### src/rtl/tmr_pwm_dt_pkg.sv
// Shared SFR layout and enums for the PWM / dead-time output stage.
package pkg_sfrs_definition;

  typedef enum logic [1:0] {EDGE, WINDOW, TOGGLE, ONESHOT} pwm_mode_e;

  typedef enum logic [2:0] {OFF, LOW, DT_R, HIGH, DT_F} pwm_dt_state_e;

  typedef struct packed {
    logic [6:0] rsvd_hi;
    logic       done_f;
    logic [7:0] dt_fall;
    logic [7:0] dt_rise;
    logic [3:0] rsvd_lo;
    logic       pol;
    pwm_mode_e  mode;
    logic       en;
  } pwm_ctrl_t;

  localparam int DONE_BIT = 24;

endpackage

### src/rtl/tmr_pwm_dt_deadtime.sv
// Complementary pin driver: inserts rise/fall dead time around the reference level.
module pwm_deadtime
  import pkg_sfrs_definition::*;
#(
  parameter int DT_W = 8
) (
  input  logic            sys_clk,
  input  logic            sys_rst_n,
  input  logic            ref_lvl,
  input  logic            en,
  input  logic [DT_W-1:0] dt_rise,
  input  logic [DT_W-1:0] dt_fall,
  input  logic            pol,
  output logic            pwm_h,
  output logic            pwm_l
);

  pwm_dt_state_e   state, state_nxt;
  logic [DT_W-1:0] dtc, dtc_nxt;
  logic            h, l;

  always_comb begin
    state_nxt = state;
    dtc_nxt   = dtc;
    h         = 1'b0;
    l         = 1'b0;
    case (state)
      OFF: if (en) state_nxt = LOW;
      LOW: begin
        l = 1'b1;
        if (ref_lvl) begin
          if (dt_rise == '0) state_nxt = HIGH;
          else begin
            state_nxt = DT_R;
            dtc_nxt   = dt_rise;
          end
        end
      end
      // A reference that drops back mid dead-time is absorbed without touching h.
      DT_R: begin
        dtc_nxt = dtc - 1'b1;
        if (!ref_lvl)               state_nxt = LOW;
        else if (dtc == DT_W'(1))   state_nxt = HIGH;
      end
      HIGH: begin
        h = 1'b1;
        if (!ref_lvl) begin
          if (dt_fall == '0) state_nxt = LOW;
          else begin
            state_nxt = DT_F;
            dtc_nxt   = dt_fall;
          end
        end
      end
      DT_F: begin
        dtc_nxt = dtc - 1'b1;
        if (ref_lvl)                state_nxt = HIGH;
        else if (dtc == DT_W'(1))   state_nxt = LOW;
      end
      default: state_nxt = OFF;
    endcase
    if (!en) begin
      state_nxt = OFF;
      dtc_nxt   = '0;
    end
  end

  always_ff @(posedge sys_clk) begin
    if (!sys_rst_n) begin
      state <= OFF;
      dtc   <= '0;
      pwm_h <= 1'b0;
      pwm_l <= 1'b0;
    end else begin
      state <= state_nxt;
      dtc   <= dtc_nxt;
      pwm_h <= h ^ pol;
      pwm_l <= l ^ pol;
    end
  end

endmodule

### src/rtl/tmr_pwm_dt.sv
// Output-compare stage: timer events -> reference waveform -> dead-time pin pair.
module tmr_pwm_dt
  import pkg_sfrs_definition::*;
#(
  parameter int DATA_WIDTH = 32,
  parameter int DT_W       = 8
) (
  input  logic                  sys_clk,
  input  logic                  sys_rst_n,
  input  logic [DATA_WIDTH-1:0] pwm_ctrl,
  input  logic                  match0_event,
  input  logic                  match1_event,
  input  logic                  ovf_event,
  output logic                  pwm_h,
  output logic                  pwm_l,
  output logic [DATA_WIDTH-1:0] hw_up_pwm_ctrl,
  output logic [DATA_WIDTH-1:0] hw_val_pwm_ctrl
);

  pwm_ctrl_t  ctrl;
  logic [2:0] evt, evt_q, pulse;
  logic       ref_q, ref_nxt, shot_q, shot_nxt, done, done_q;
  logic       set_p, clr_p, tgl_p;
  logic       unused_ctrl;

  assign ctrl        = pwm_ctrl_t'(pwm_ctrl[31:0]);
  assign unused_ctrl = ^{ctrl.rsvd_hi, ctrl.done_f, ctrl.rsvd_lo};

  // {ovf, match1, match0}; events are levels, so only rising edges count
  assign evt   = {ovf_event, match1_event, match0_event};
  assign pulse = evt & ~evt_q;

  always_comb begin
    set_p = 1'b0;
    clr_p = 1'b0;
    tgl_p = 1'b0;
    case (ctrl.mode)
      EDGE:    begin set_p = pulse[2]; clr_p = pulse[0]; end
      TOGGLE:  tgl_p = pulse[0];
      default: begin set_p = pulse[0]; clr_p = pulse[1]; end
    endcase
  end

  always_comb begin
    ref_nxt  = ref_q;
    shot_nxt = shot_q;
    done     = 1'b0;
    if (!ctrl.en) begin
      ref_nxt  = 1'b0;
      shot_nxt = 1'b0;
    end else if (!(ctrl.mode == ONESHOT && shot_q)) begin
      if (clr_p)      ref_nxt = 1'b0;
      else if (set_p) ref_nxt = 1'b1;
      else if (tgl_p) ref_nxt = ~ref_q;
      // Only a real high->low of the window ends the shot.
      if (ctrl.mode == ONESHOT && clr_p && ref_q) begin
        shot_nxt = 1'b1;
        done     = 1'b1;
      end
    end
  end

  always_ff @(posedge sys_clk) begin
    if (!sys_rst_n) begin
      evt_q  <= '0;
      ref_q  <= 1'b0;
      shot_q <= 1'b0;
      done_q <= 1'b0;
    end else begin
      evt_q  <= evt;
      ref_q  <= ref_nxt;
      shot_q <= shot_nxt;
      done_q <= done;
    end
  end

  always_comb begin
    hw_up_pwm_ctrl            = '0;
    hw_val_pwm_ctrl           = '0;
    hw_up_pwm_ctrl[DONE_BIT]  = done_q;
    hw_val_pwm_ctrl[DONE_BIT] = done_q;
  end

  pwm_deadtime #(.DT_W(DT_W)) u_dt (
    .sys_clk   (sys_clk),
    .sys_rst_n (sys_rst_n),
    .ref_lvl   (ref_q),
    .en        (ctrl.en),
    .dt_rise   (ctrl.dt_rise[DT_W-1:0]),
    .dt_fall   (ctrl.dt_fall[DT_W-1:0]),
    .pol       (ctrl.pol),
    .pwm_h     (pwm_h),
    .pwm_l     (pwm_l)
  );

endmodule

### config.mk
export PLATFORM = sky130hd
export DESIGN_NAME = tmr_pwm_dt
export DESIGN_NICKNAME = d
export VERILOG_FILES = /design/src/rtl/tmr_pwm_dt_pkg.sv /design/src/rtl/tmr_pwm_dt_deadtime.sv /design/src/rtl/tmr_pwm_dt.sv
export SDC_FILE = /design/constraint.sdc
export NUM_CORES = 1
export LEC_CHECK = 0
export CAP_MARGIN = 20
export CORE_MARGIN = 2
export CORE_UTILIZATION = 41
export DETAILED_ROUTE_END_ITERATION = 12
export GPL_TIMING_DRIVEN = 1
export PLACE_DENSITY = 0.87
export REMOVE_ABC_BUFFERS = 1
export SYNTH_ARGS = -nofsm -noshare
export SYNTH_HDL_FRONTEND = slang
export SYNTH_SLANG_ARGS = --single-unit
### constraint.sdc
create_clock -name sys_clk -period 3.7 [get_ports sys_clk]
set_clock_uncertainty 0.05 [all_clocks]
set_input_delay 0.555 -clock sys_clk [delete_from_list [all_inputs] [get_ports sys_clk]]
set_output_delay 0.555 -clock sys_clk [all_outputs]
set_load 0.01 [all_outputs]
# ---- Word level (Yosys, flattened, before mapping)
# Cells that the tools add are included.
dict set report totals {
  input_bits 37
  mem_bits_rw 0
  out_inout_bits 66
  reg_bits 19
  latchBits 0
  rom_bits 0
  word_cells 69
  mem_count 0
}
dict set report op_classes {
  n_mul 0
  n_addsub 1
  div 0
  magnitude_cmp 0
  eq_ne 13
  n_shift 0
  n_reduce_logical 16
  n_bitwise 8
  n_mux 23
}
# operator n
set op_table {}
lappend op_table {{two-way mux 8 bit} 4}
lappend op_table {{one-hot mux 8 bit (3 select lines)} 1}
lappend op_table {{two-way mux 3 bit} 7}
lappend op_table {{zero test 8 bit} 2}
lappend op_table {{one-hot mux 3 bit (5 select lines)} 1}
lappend op_table {{equality test 8 x 1 -> 1 bit, second input constant} 1}
lappend op_table {{two-way mux 1 bit} 8}
lappend op_table {{inequality test 2 bit, second input constant} 4}
lappend op_table {{subtractor 8 x 1 -> 8 bit, second input constant} 1}
lappend op_table {{equality test 3 x 2 -> 1 bit, second input constant} 2}
lappend op_table {{inequality test 3 x 2 -> 1 bit, second input constant} 2}
lappend op_table {{AND reduction 2 bit} 3}
lappend op_table {{nonzero test 3 bit} 2}
lappend op_table {{AND reduction 5 bit} 1}
lappend op_table {{equality test 2 bit, second input constant} 2}
lappend op_table {{inverter 1 bit} 4}
lappend op_table {{one-hot mux 1 bit (2 select lines)} 2}
lappend op_table {{AND reduction 4 bit} 1}
lappend op_table {{AND 3 bit} 1}
lappend op_table {{equality test 3 x 1 -> 1 bit, second input constant} 1}
lappend op_table {{equality test 3 bit, second input constant} 1}
lappend op_table {{logical AND 1 bit} 3}
lappend op_table {{zero test 3 bit} 1}
lappend op_table {{inverter 3 bit} 1}
lappend op_table {{other kinds (4)} 5}

# ---- Depth between registers and ports, before layout
# Gate-level depths: netlist of run 1.
dict set report logic_depth {
  ltp_word 6
  ltp_mapped 7
  ltp_nobuf 6
}

# ---- Hierarchy
# From an unflattened synthesis of run 1, not the netlist that was laid out.
dict set report hier_totals {
  hier_cells 214
  area_unflattened_um2 1741.7
}
# mod seq_area_each_um2 cells_per_inst area_per_inst_um2 instances
set modules_own_cells {}
lappend modules_own_cells {pwm_deadtime 260.2 118 974.7 1}
lappend modules_own_cells {tmr_pwm_dt 120.1 96 767.0 1}

# ---- Worst setup path after synthesis of run 1
# OpenSTA, ideal clock, no wires.
dict set report synth_path {
  path_kind {input -> register}
  start {input port pwm_ctrl[21]}
  end {register u_dt.dtc[0]}
  path_stages 6
  slack_ns 1.795
  required_time_ns 3.525
  path_buffers 1
  setup_time_ns 0.125
  arrival_time_ns 1.730
  cell_sequence {nor4_4 -> a211oi_2 -> nor4_4 -> buf_6 -> mux2i_1 -> nor2_1}
}
dict set report synth_via {
  elab_chain_cells 3
}
# element line_no
set synth_rtl {}
lappend synth_rtl {{start, declared} tmr_pwm_dt.sv:10} ;# input logic [DATA_WIDTH-1:0] pwm_ctrl,
lappend synth_rtl {{zero test 8 bit} tmr_pwm_dt_deadtime.sv:48} ;# if (dt_fall == '0) state_nxt = LOW;
lappend synth_rtl {{inequality test 2 bit (no source line)} -}
lappend synth_rtl {{AND reduction 5 bit (no source line)} -}
lappend synth_rtl {{end signal, assigned} tmr_pwm_dt_deadtime.sv:76} ;# dtc <= dtc_nxt;
lappend synth_rtl {{end, declared} tmr_pwm_dt_deadtime.sv:19} ;# logic [DT_W-1:0] dtc, dtc_nxt;
# No other way between the ends.
# A chain may end at the register's enable or synchronous reset.

# ---- Worst setup path after layout of run 1
dict set report layout_path {
  start {input port pwm_ctrl[21]}
  end {register u_dt.dtc[7]}
}
# The elaborated chain is that of the path after synthesis.

==> impl_metrics.toml, run 1 <==
[route]
vias_per_cell = 4.60
drc = 0
postRouteAntennaNets = 0
drt-initial-drc-count = 54
post_drt_wl_per_cell_um = 11.0
wl_um = 3160
dr.pass1.iters = 4
via_count = 1324

[outcome]
status = "complete, no violations"

[placement]
gp_congestion = 0.927
place.port_buffers = 28
dp_hpwl_um = 2550

[die]
die_h_um = 68.8
placementRows = 23
floorplan.die_area_mm2 = 0.00473
core_mm2 = 0.00403
pin_count = 103
die_x_um = 68.8
start_util = 0.427

[clocking]
numCtsBuffers = 3
clk_pin_slew_ns = 0.07
clockRootBuffer = "clkbuf_8"
cts_tree = "yes"
cts.sinks = 19
clk_latency_ns = 0.26
post_cts_resized = 0
cts_max_path_buffers = 2
cts-htree-levels = 1
hold_buffers = 0
post_cts_buffers = 0

[setup_path]
critPathLaunchType = "input pin"
critical_path.endpoint_type = "register"
cp.arrival_ns = 2.61
crit_top_cell = "nor4_4"
worstPathCellList = "clkdlybuf4s50_1, nor4_4, a211oi_2, nor4_4, a21oi_1, a221oi_1"
critical_path.max_fanout = 15
cp_slowest_cell = "nor4_4"
required_ns = 3.82
crit_type = "in -> reg"
cpPeakStageDelay_ns = 0.69

[layout]
nFillCells = 435
post-route-util = 0.451
diodes = 0
syn_to_final_growth_pct = 5.75
layout-drive-gt1-share = 0.0420
multi_input_area_mm2 = 0.00101
layout_common_cells = "conb_1 (62), clkdlybuf4s50_1 (28), dfxtp_1 (19), nand2_1 (11)"
seqCellArea_um2 = 380
num-nets-final = 278
mostFrequentLayoutCell = "conb_1"

[timing]
grt_setup_unrepaired = "no"
fin_crit_ns = 2.49
slew_viol_final = 0
tightest_slew_ns = 0.741
setup_tns_ns = 0
max_slew_margin = 0.502
hold_viol_final = 0
setup_viol = 0
hold_ws_ns = 0.446
fmax_ghz = 0.402
timing.final.crit_share = 0.672

[yosys]
netlist_instances = 216
synth_edf_count = 0
async_flop_share = 0
yosysTopAreaCellShare = 0.284
synth_top_area_cell = "buf_4"
ys_seq_area_frac = 0.221
dominantRegCellSynth = "dfxtp_1"
avgSynthCellArea_um2 = 7.96
synth_cell_type_count = 40
yosys-top-cells-area = "buf_4 (28%), dfxtp_1 (22%), nor4_4 (3.7%)"
ys_seq_elements = 19
syn-cell-area_mm2 = 0.00172
ys_warn_count = 0

[worst_hold_path]
min_path_type = "reg -> reg"

[grt]
grt_pass1_vias = 1147
grtUsageTotal = 0.140
grt.overflow.total = 0
grt-busiest-layer = "met2"
grt_pass1_wl_um = 5000
gr-usage-met2 = 0.263
gr-usage-met1 = 0.158
antenna_found_initial = 0
grt_max_degree = 17
grt.met3_usage = 0.0341

[job]
maxCapViolCount = 0

[power]
p_per_area_mw_per_mm2 = 253
ir_drop_uv = 199
p_total_mw = 0.461
p_leak_nw = 0.781
[cell usage after synthesis, drive strengths merged (3+ instances only)]
master	n
xnor2	4
clkbuf	4
inv	9
a21oi	7
a211oi	5
nor3b	3
a22o	3
and2	6
dfxtp	19
nand2	11
buf	67
o21ai	10
nor3	10
nand3b	4
xor2	5
nor2	10
a22oi	3
nand3	7
nor4	5
a221oi	3
[cells by family (layout without fill, tap and decap cells)]
logic type / Yosys count / count (layout) / synth area share
fa+ha+maj: 2 / 2 / 0.0146
other cells: 1 / 62 / 0.00218
xor+xnor: 9 / 9 / 0.0458
buf+inv: 80 / 41 / 0.322
simple gates: 66 / 66 / 0.240
compound gates: 38 / 38 / 0.148
flops: 19 / 19 / 0.221
mux: 1 / 1 / 0.00582
[layout make-up]
| class | count | share of cell area |
|---|---|---|
| clock buffers | 3 | 0.0227 |
| clock inverters | 1 | 0.00275 |
| inverters | 9 | 0.0186 |
| multi-input cells | 178 | 0.558 |
| flip-flops and latches | 19 | 0.209 |
| well taps | 50 | 0.0344 |
| repair buffers | 28 | 0.154 |
[critical path, delay by kind of cell]
family                 cells  cell delay (ns)
and+or+nand+nor            2             1.08
AOI/OAI and AO/OA          3             0.51
buffers and inverters      1             0.46
[routing by layer]
metal | wire length (um) | up-vias
met5 | 0 | -
met4 | 38 | 0
met3 | 230 | 4
met2 | 1720 | 54
met1 | 1180 | 607
li1 | - | 659
[where the power goes]
group          leakage, nW  switching [mW]  internal, mW  total (mW)
combinational        0.601          0.0580        0.0411      0.0991
clock               0.0255          0.0715        0.0749       0.146
sequential           0.155         0.00556         0.210       0.215
[worst paths after layout]
kind,start,end,slack (ns),cells past startpoint
max,pwm_ctrl[21],u_dt.dtc[7],1.21,6
min,shot_q,shot_q,0.45,2
max reg2reg,u_dt.state[2],u_dt.dtc[7],1.66,5
min reg2reg,shot_q,shot_q,0.45,2
[through the flow]
stage,std cells,worst slack (ns),instance area [um^2]
5_1_grt,288,1.10,1820
3_5_place_dp,284,0.940,1770
2_1_floorplan,206,1.70,1430
6_report,288,1.21,1820
3_3_place_gp,284,0.989,1770
4_1_cts,288,1.20,1820
[state kept, by name, summed over array words and instances (netlist names)]
signal / cells
shot_q: 1
u_dt.pwm_l: 1
done_q: 1
ref_q: 1
u_dt.pwm_h: 1
u_dt.state: 3
u_dt.dtc: 8
evt_q: 3
Power figures use the tool's default switching activity.
==> run 2: changes to the inputs <==
--- a/config.mk
+++ b/config.mk
@@ -7,10 +7,10 @@
 export LEC_CHECK = 0
 export CAP_MARGIN = 20
 export CORE_MARGIN = 2
-export CORE_UTILIZATION = 41
+export CORE_UTILIZATION = 38
 export DETAILED_ROUTE_END_ITERATION = 12
 export GPL_TIMING_DRIVEN = 1
-export PLACE_DENSITY = 0.87
+export PLACE_DENSITY = 0.81
 export REMOVE_ABC_BUFFERS = 1
 export SYNTH_ARGS = -nofsm -noshare
 export SYNTH_HDL_FRONTEND = slang
==> constraint.sdc (replaced) <==
create_clock -name sys_clk -period 2.4 [get_ports sys_clk]
set_clock_uncertainty 0.05 [all_clocks]
set_input_delay 0.36 -clock sys_clk [delete_from_list [all_inputs] [get_ports sys_clk]]
set_output_delay 0.36 -clock sys_clk [all_outputs]
set_load 0.01 [all_outputs]
==> impl_metrics.toml, run 2 (same netlist as run 1, synthesis figures left out) <==
[outcome]
status = "complete, no violations"

[job]
maxCapViolCount = 0

[setup_path]
cpPeakStageDelay_ns = 0.46
cp.arrival_ns = 2.16
crit_top_cell = "buf_4"
crit_type = "in -> reg"
critical_path.max_fanout = 10
cp_slowest_cell = "clkdlybuf4s50_1"
critPathLaunchType = "input pin"
critical_path.endpoint_type = "register"
worstPathCellList = "clkdlybuf4s50_1, nor4_1, buf_4, a211oi_1, nor4_4, buf_4, a21oi_1, a221oi_1"
required_ns = 2.52

[placement]
dp_cells = 291
post_dp_cell_area_mm2 = 0.00181
gp_congestion = 0.874
dp_hpwl_um = 2700
place.port_buffers = 28

[die]
placementRows = 24
die_h_um = 71.3
die_x_um = 71.3
start_util = 0.395
floorplan.die_area_mm2 = 0.00508
pin_count = 103
core_mm2 = 0.00435

[grt]
grtUsageTotal = 0.132
grt_pass1_vias = 1193
grt_pass1_wl_um = 5410
antenna_found_initial = 0
grt.overflow.total = 0
grt_max_degree = 17

[layout]
stdcell_area_mm2 = 0.00186
stdcell_count = 295
num-nets-final = 283
layout_common_cells = "conb_1 (62), clkdlybuf4s50_1 (28), dfxtp_1 (19), nand2_1 (11)"
largest_register_ffs = 8
top_register = "u_dt.dtc"
diodes = 0
layout-drive-gt1-share = 0.0617
mostFrequentLayoutCell = "conb_1"
syn_to_final_growth_pct = 8.22
reg_top3 = "u_dt.dtc (8), evt_q (3), u_dt.state (3)"

[timing]
fmax_ghz = 0.490
slew_viol_final = 0
setup_viol = 0
setup_tns_ns = 0
fin_crit_ns = 2.04
hold_viol_final = 0
tightest_slew_ns = 0.596
grt_setup_unrepaired = "no"
timing.final.crit_share = 0.851
max_slew_margin = 0.598

[power]
p_leak_nw = 0.802
p_per_area_mw_per_mm2 = 386
ir_drop_uv = 324

[clocking]
cts-htree-levels = 1
hold_buffers = 0
post_cts_resized = 0
cts_max_path_buffers = 2
cts.sinks = 19
clockRootBuffer = "clkbuf_8"
clk_latency_ns = 0.25
numCtsBuffers = 3
clk_pin_slew_ns = 0.08
cts_tree = "yes"
post_cts_buffers = 0

[route]
via_count = 1381
drc = 0
wl_um = 3310
drt-initial-drc-count = 118
vias_per_cell = 4.68
dr.pass1.iters = 4
postRouteAntennaNets = 0
post_drt_wl_per_cell_um = 11.2

[worst_hold_path]
min_path_type = "reg -> reg"
## run 2: cell types whose count changed in the layout (fill, tap and decap cells not counted), sizes merged
| cell | change |
|---|---|
| clkinv | -1 |
| buf | +5 |
| clkinvlp | +1 |
## run 2: cell type report
type / count / area [um^2]
multi-input cells: 178 / 1010
clock buffers: 3 / 41.3
fillers: 452 / 2490
inverters: 9 / 33.8
flip-flops and latches: 19 / 380
well taps: 52 / 65.1
repair buffers: 33 / 318
clock inverters: 1 / 7.51
## run 2: metrics by stage
step	util	hold WS [ns]	power, mW	worst slack, ns
CTS	0.427	0.444	0.724	0.350
global placement	0.416	0.419	0.494	0.155
floorplan	-	0.395	0.423	0.597
detailed placement	0.416	0.432	0.496	0.104
finish	0.427	0.442	0.719	0.358
global route	0.427	0.475	0.760	0.252
## run 2: where the power goes
part           leakage [nW]  switching (mW)  total [mW]  internal (mW)
registers             0.155         0.00739       0.331          0.323
logic                 0.625          0.0930       0.160         0.0671
clock network        0.0217           0.111       0.228          0.117
## run 2: worst paths after layout
path | start | slack (ns) | cells past startpoint | endpoint
setup / recovery | pwm_ctrl[9] | 0.36 | 8 | u_dt.dtc[7]
hold / removal | u_dt.dtc[1] | 0.44 | 2 | u_dt.dtc[1]
setup reg to reg | u_dt.state[2] | 0.38 | 6 | u_dt.dtc[3]
hold reg to reg | u_dt.dtc[1] | 0.44 | 2 | u_dt.dtc[1]
## run 2: worst max-delay path, delay by kind of cell
kind,cells,cell delay [ns]
AO/OA/AOI/OAI,3,0.40
buffers and inverters,3,0.85
AND/OR/NAND/NOR,2,0.53
## run 2: layer usage
layer  wire length, um  track usage  up-vias
met2              1580        0.226       75
met3               330       0.0394        0
met5                 0            0        -
met1              1390        0.170      639
met4                 0       0.0126        0
li1                  -            -      667
==> run 3: changes to the inputs <==
--- a/config.mk
+++ b/config.mk
@@ -6,11 +6,13 @@
 export NUM_CORES = 1
 export LEC_CHECK = 0
 export CAP_MARGIN = 20
+export CELL_PAD_IN_SITES_DETAIL_PLACEMENT = 1
+export CELL_PAD_IN_SITES_GLOBAL_PLACEMENT = 2
 export CORE_MARGIN = 2
-export CORE_UTILIZATION = 38
+export CORE_UTILIZATION = 19
 export DETAILED_ROUTE_END_ITERATION = 12
 export GPL_TIMING_DRIVEN = 1
-export PLACE_DENSITY = 0.81
+export PLACE_DENSITY_LB_ADDON = 0.1
 export REMOVE_ABC_BUFFERS = 1
 export SYNTH_ARGS = -nofsm -noshare
 export SYNTH_HDL_FRONTEND = slang
==> impl_metrics.toml, run 3 (same netlist as run 1, synthesis figures left out) <==
[worst_hold_path]
worstHoldEndpoint = "u_dt.dtc[1]"
whs_path_depth = 2
hold_start = "u_dt.dtc[1]"
min_path_type = "reg -> reg"

[outcome]
status = "complete, no violations"

[setup_path]
r2r_end = "u_dt.dtc[5]"
ff2ff_setup_slack_ns = 0.43
critical_path.endpoint_type = "register"
critical_path.max_fanout = 10
crit_type = "in -> reg"
critPathLaunchType = "input pin"
cp.arrival_ns = 2.14
required_ns = 2.52
r2r-start = "u_dt.state[1]"
rr_worst_depth = 5

[die]
core_mm2 = 0.00876
floorplan.die_area_mm2 = 0.00982
pin_count = 103
die_x_um = 99.1
start_util = 0.196
die_h_um = 99.1
placementRows = 34

[timing]
setup_tns_ns = 0
fin_crit_ns = 2.02
tightest_slew_ns = 0.674
slew_viol_final = 0
hold_ws_ns = 0.456
timing.final.crit_share = 0.842
fmax_ghz = 0.495
grt_setup_unrepaired = "no"
setup_viol = 0
hold_viol_final = 0
max_slew_margin = 0.546

[route]
post_drt_wl_per_cell_um = 12.6
dr.pass1.iters = 3
vias_per_cell = 3.79
drc = 0
postRouteAntennaNets = 0
wl_um = 4530
drt-initial-drc-count = 42
via_count = 1361

[clocking]
cts-htree-levels = 1
post_cts_buffers = 0
hold_buffers = 0
clockRootBuffer = "clkbuf_8"
clk_latency_ns = 0.26
cts_max_path_buffers = 2
post_cts_resized = 0
clk_pin_slew_ns = 0.09
cts_tree = "yes"
cts.sinks = 19
numCtsBuffers = 3

[layout]
stdcell_count = 359
post-route-util = 0.227
syn_to_final_growth_pct = 15.6
layout_common_cells = "conb_1 (62), clkdlybuf4s50_1 (28), dfxtp_1 (19), buf_4 (13), nand2_1 (11)"
mostFrequentLayoutCell = "conb_1"
num-nets-final = 291
layout-drive-gt1-share = 0.0916
largest_register_ffs = 8
diodes = 0
top_register = "u_dt.dtc"
reg_top3 = "u_dt.dtc (8), evt_q (3), u_dt.state (3)"

[power]
p_leak_nw = 0.847
ir_drop_uv = 177
p_per_area_mw_per_mm2 = 374

[grt]
antenna_found_initial = 0
grt_pass1_wl_um = 7040
grtUsageTotal = 0.0907
grt_pass1_vias = 1329
grt_max_degree = 17
grt.overflow.total = 0

[placement]
place.port_buffers = 28
dp_cells = 355
dp_hpwl_um = 3620
gp_congestion = 0.698

[job]
maxCapViolCount = 0
-- run 3: power breakdown --
| group | internal, mW | leakage (nW) | switching (mW) | total (mW) |
|---|---|---|---|---|
| combinational | 0.0708 | 0.667 | 0.0978 | 0.169 |
| clock | 0.116 | 0.0255 | 0.129 | 0.245 |
| sequential | 0.323 | 0.155 | 0.00760 | 0.331 |
| total | 0.510 | 0.847 | 0.234 | 0.744 |
-- run 3: cell type report --
cell class / instances / area [um^2]
Timing Repair Buffer: 41 / 378
Clock inverter: 1 / 5.00
Sequential cell: 19 / 380
Fill cell: 1075 / 6780
Tap cell: 108 / 135
Clock buffer: 3 / 41.3
Inverter: 9 / 33.8
Multi-Input combinational cell: 178 / 1010
-- run 3: worst max path at each step --
stage | from | cells past startpoint | endpoint
after CTS | pwm_ctrl[21] | 7 | u_dt.dtc[7]
after detailed placement | pwm_ctrl[21] | 7 | u_dt.dtc[7]
after global placement | pwm_ctrl[21] | 7 | u_dt.dtc[7]
after floorplan | pwm_ctrl[21] | 5 | u_dt.dtc[7]
after global routing | u_dt.state[1] | 5 | u_dt.dtc[5]
final | pwm_ctrl[21] | 7 | u_dt.dtc[7]
-- run 3: worst max-delay path, cell delays in order --
cell	delay, ns
clkdlybuf4s50_1	0.48
nor4_4	0.38
a211oi_2	0.14
nor4_4	0.25
buf_4	0.21
a21oi_1	0.06
a221oi_1	0.26
-- run 3: metal layers --
metal | up-vias | global-route usage | part of all wire
li1 | 680 | - | -
met1 | 630 | 0.132 | 0.50
met2 | 49 | 0.139 | 0.44
met3 | 2 | 0.0183 | 0.053
met4 | 0 | 0.0190 | 0.0064
met5 | - | 0 | 0
-- run 3: stage by stage --
step / power, mW / area (um^2) / worst slack [ns]
floorplan: 0.423 / 1430 / 0.597
global placement: 0.508 / 1940 / 0.0942
detailed placement: 0.506 / 1940 / 0.0664
CTS: 0.758 / 1990 / 0.342
global route: 0.789 / 1990 / 0.187
finish: 0.744 / 1990 / 0.380
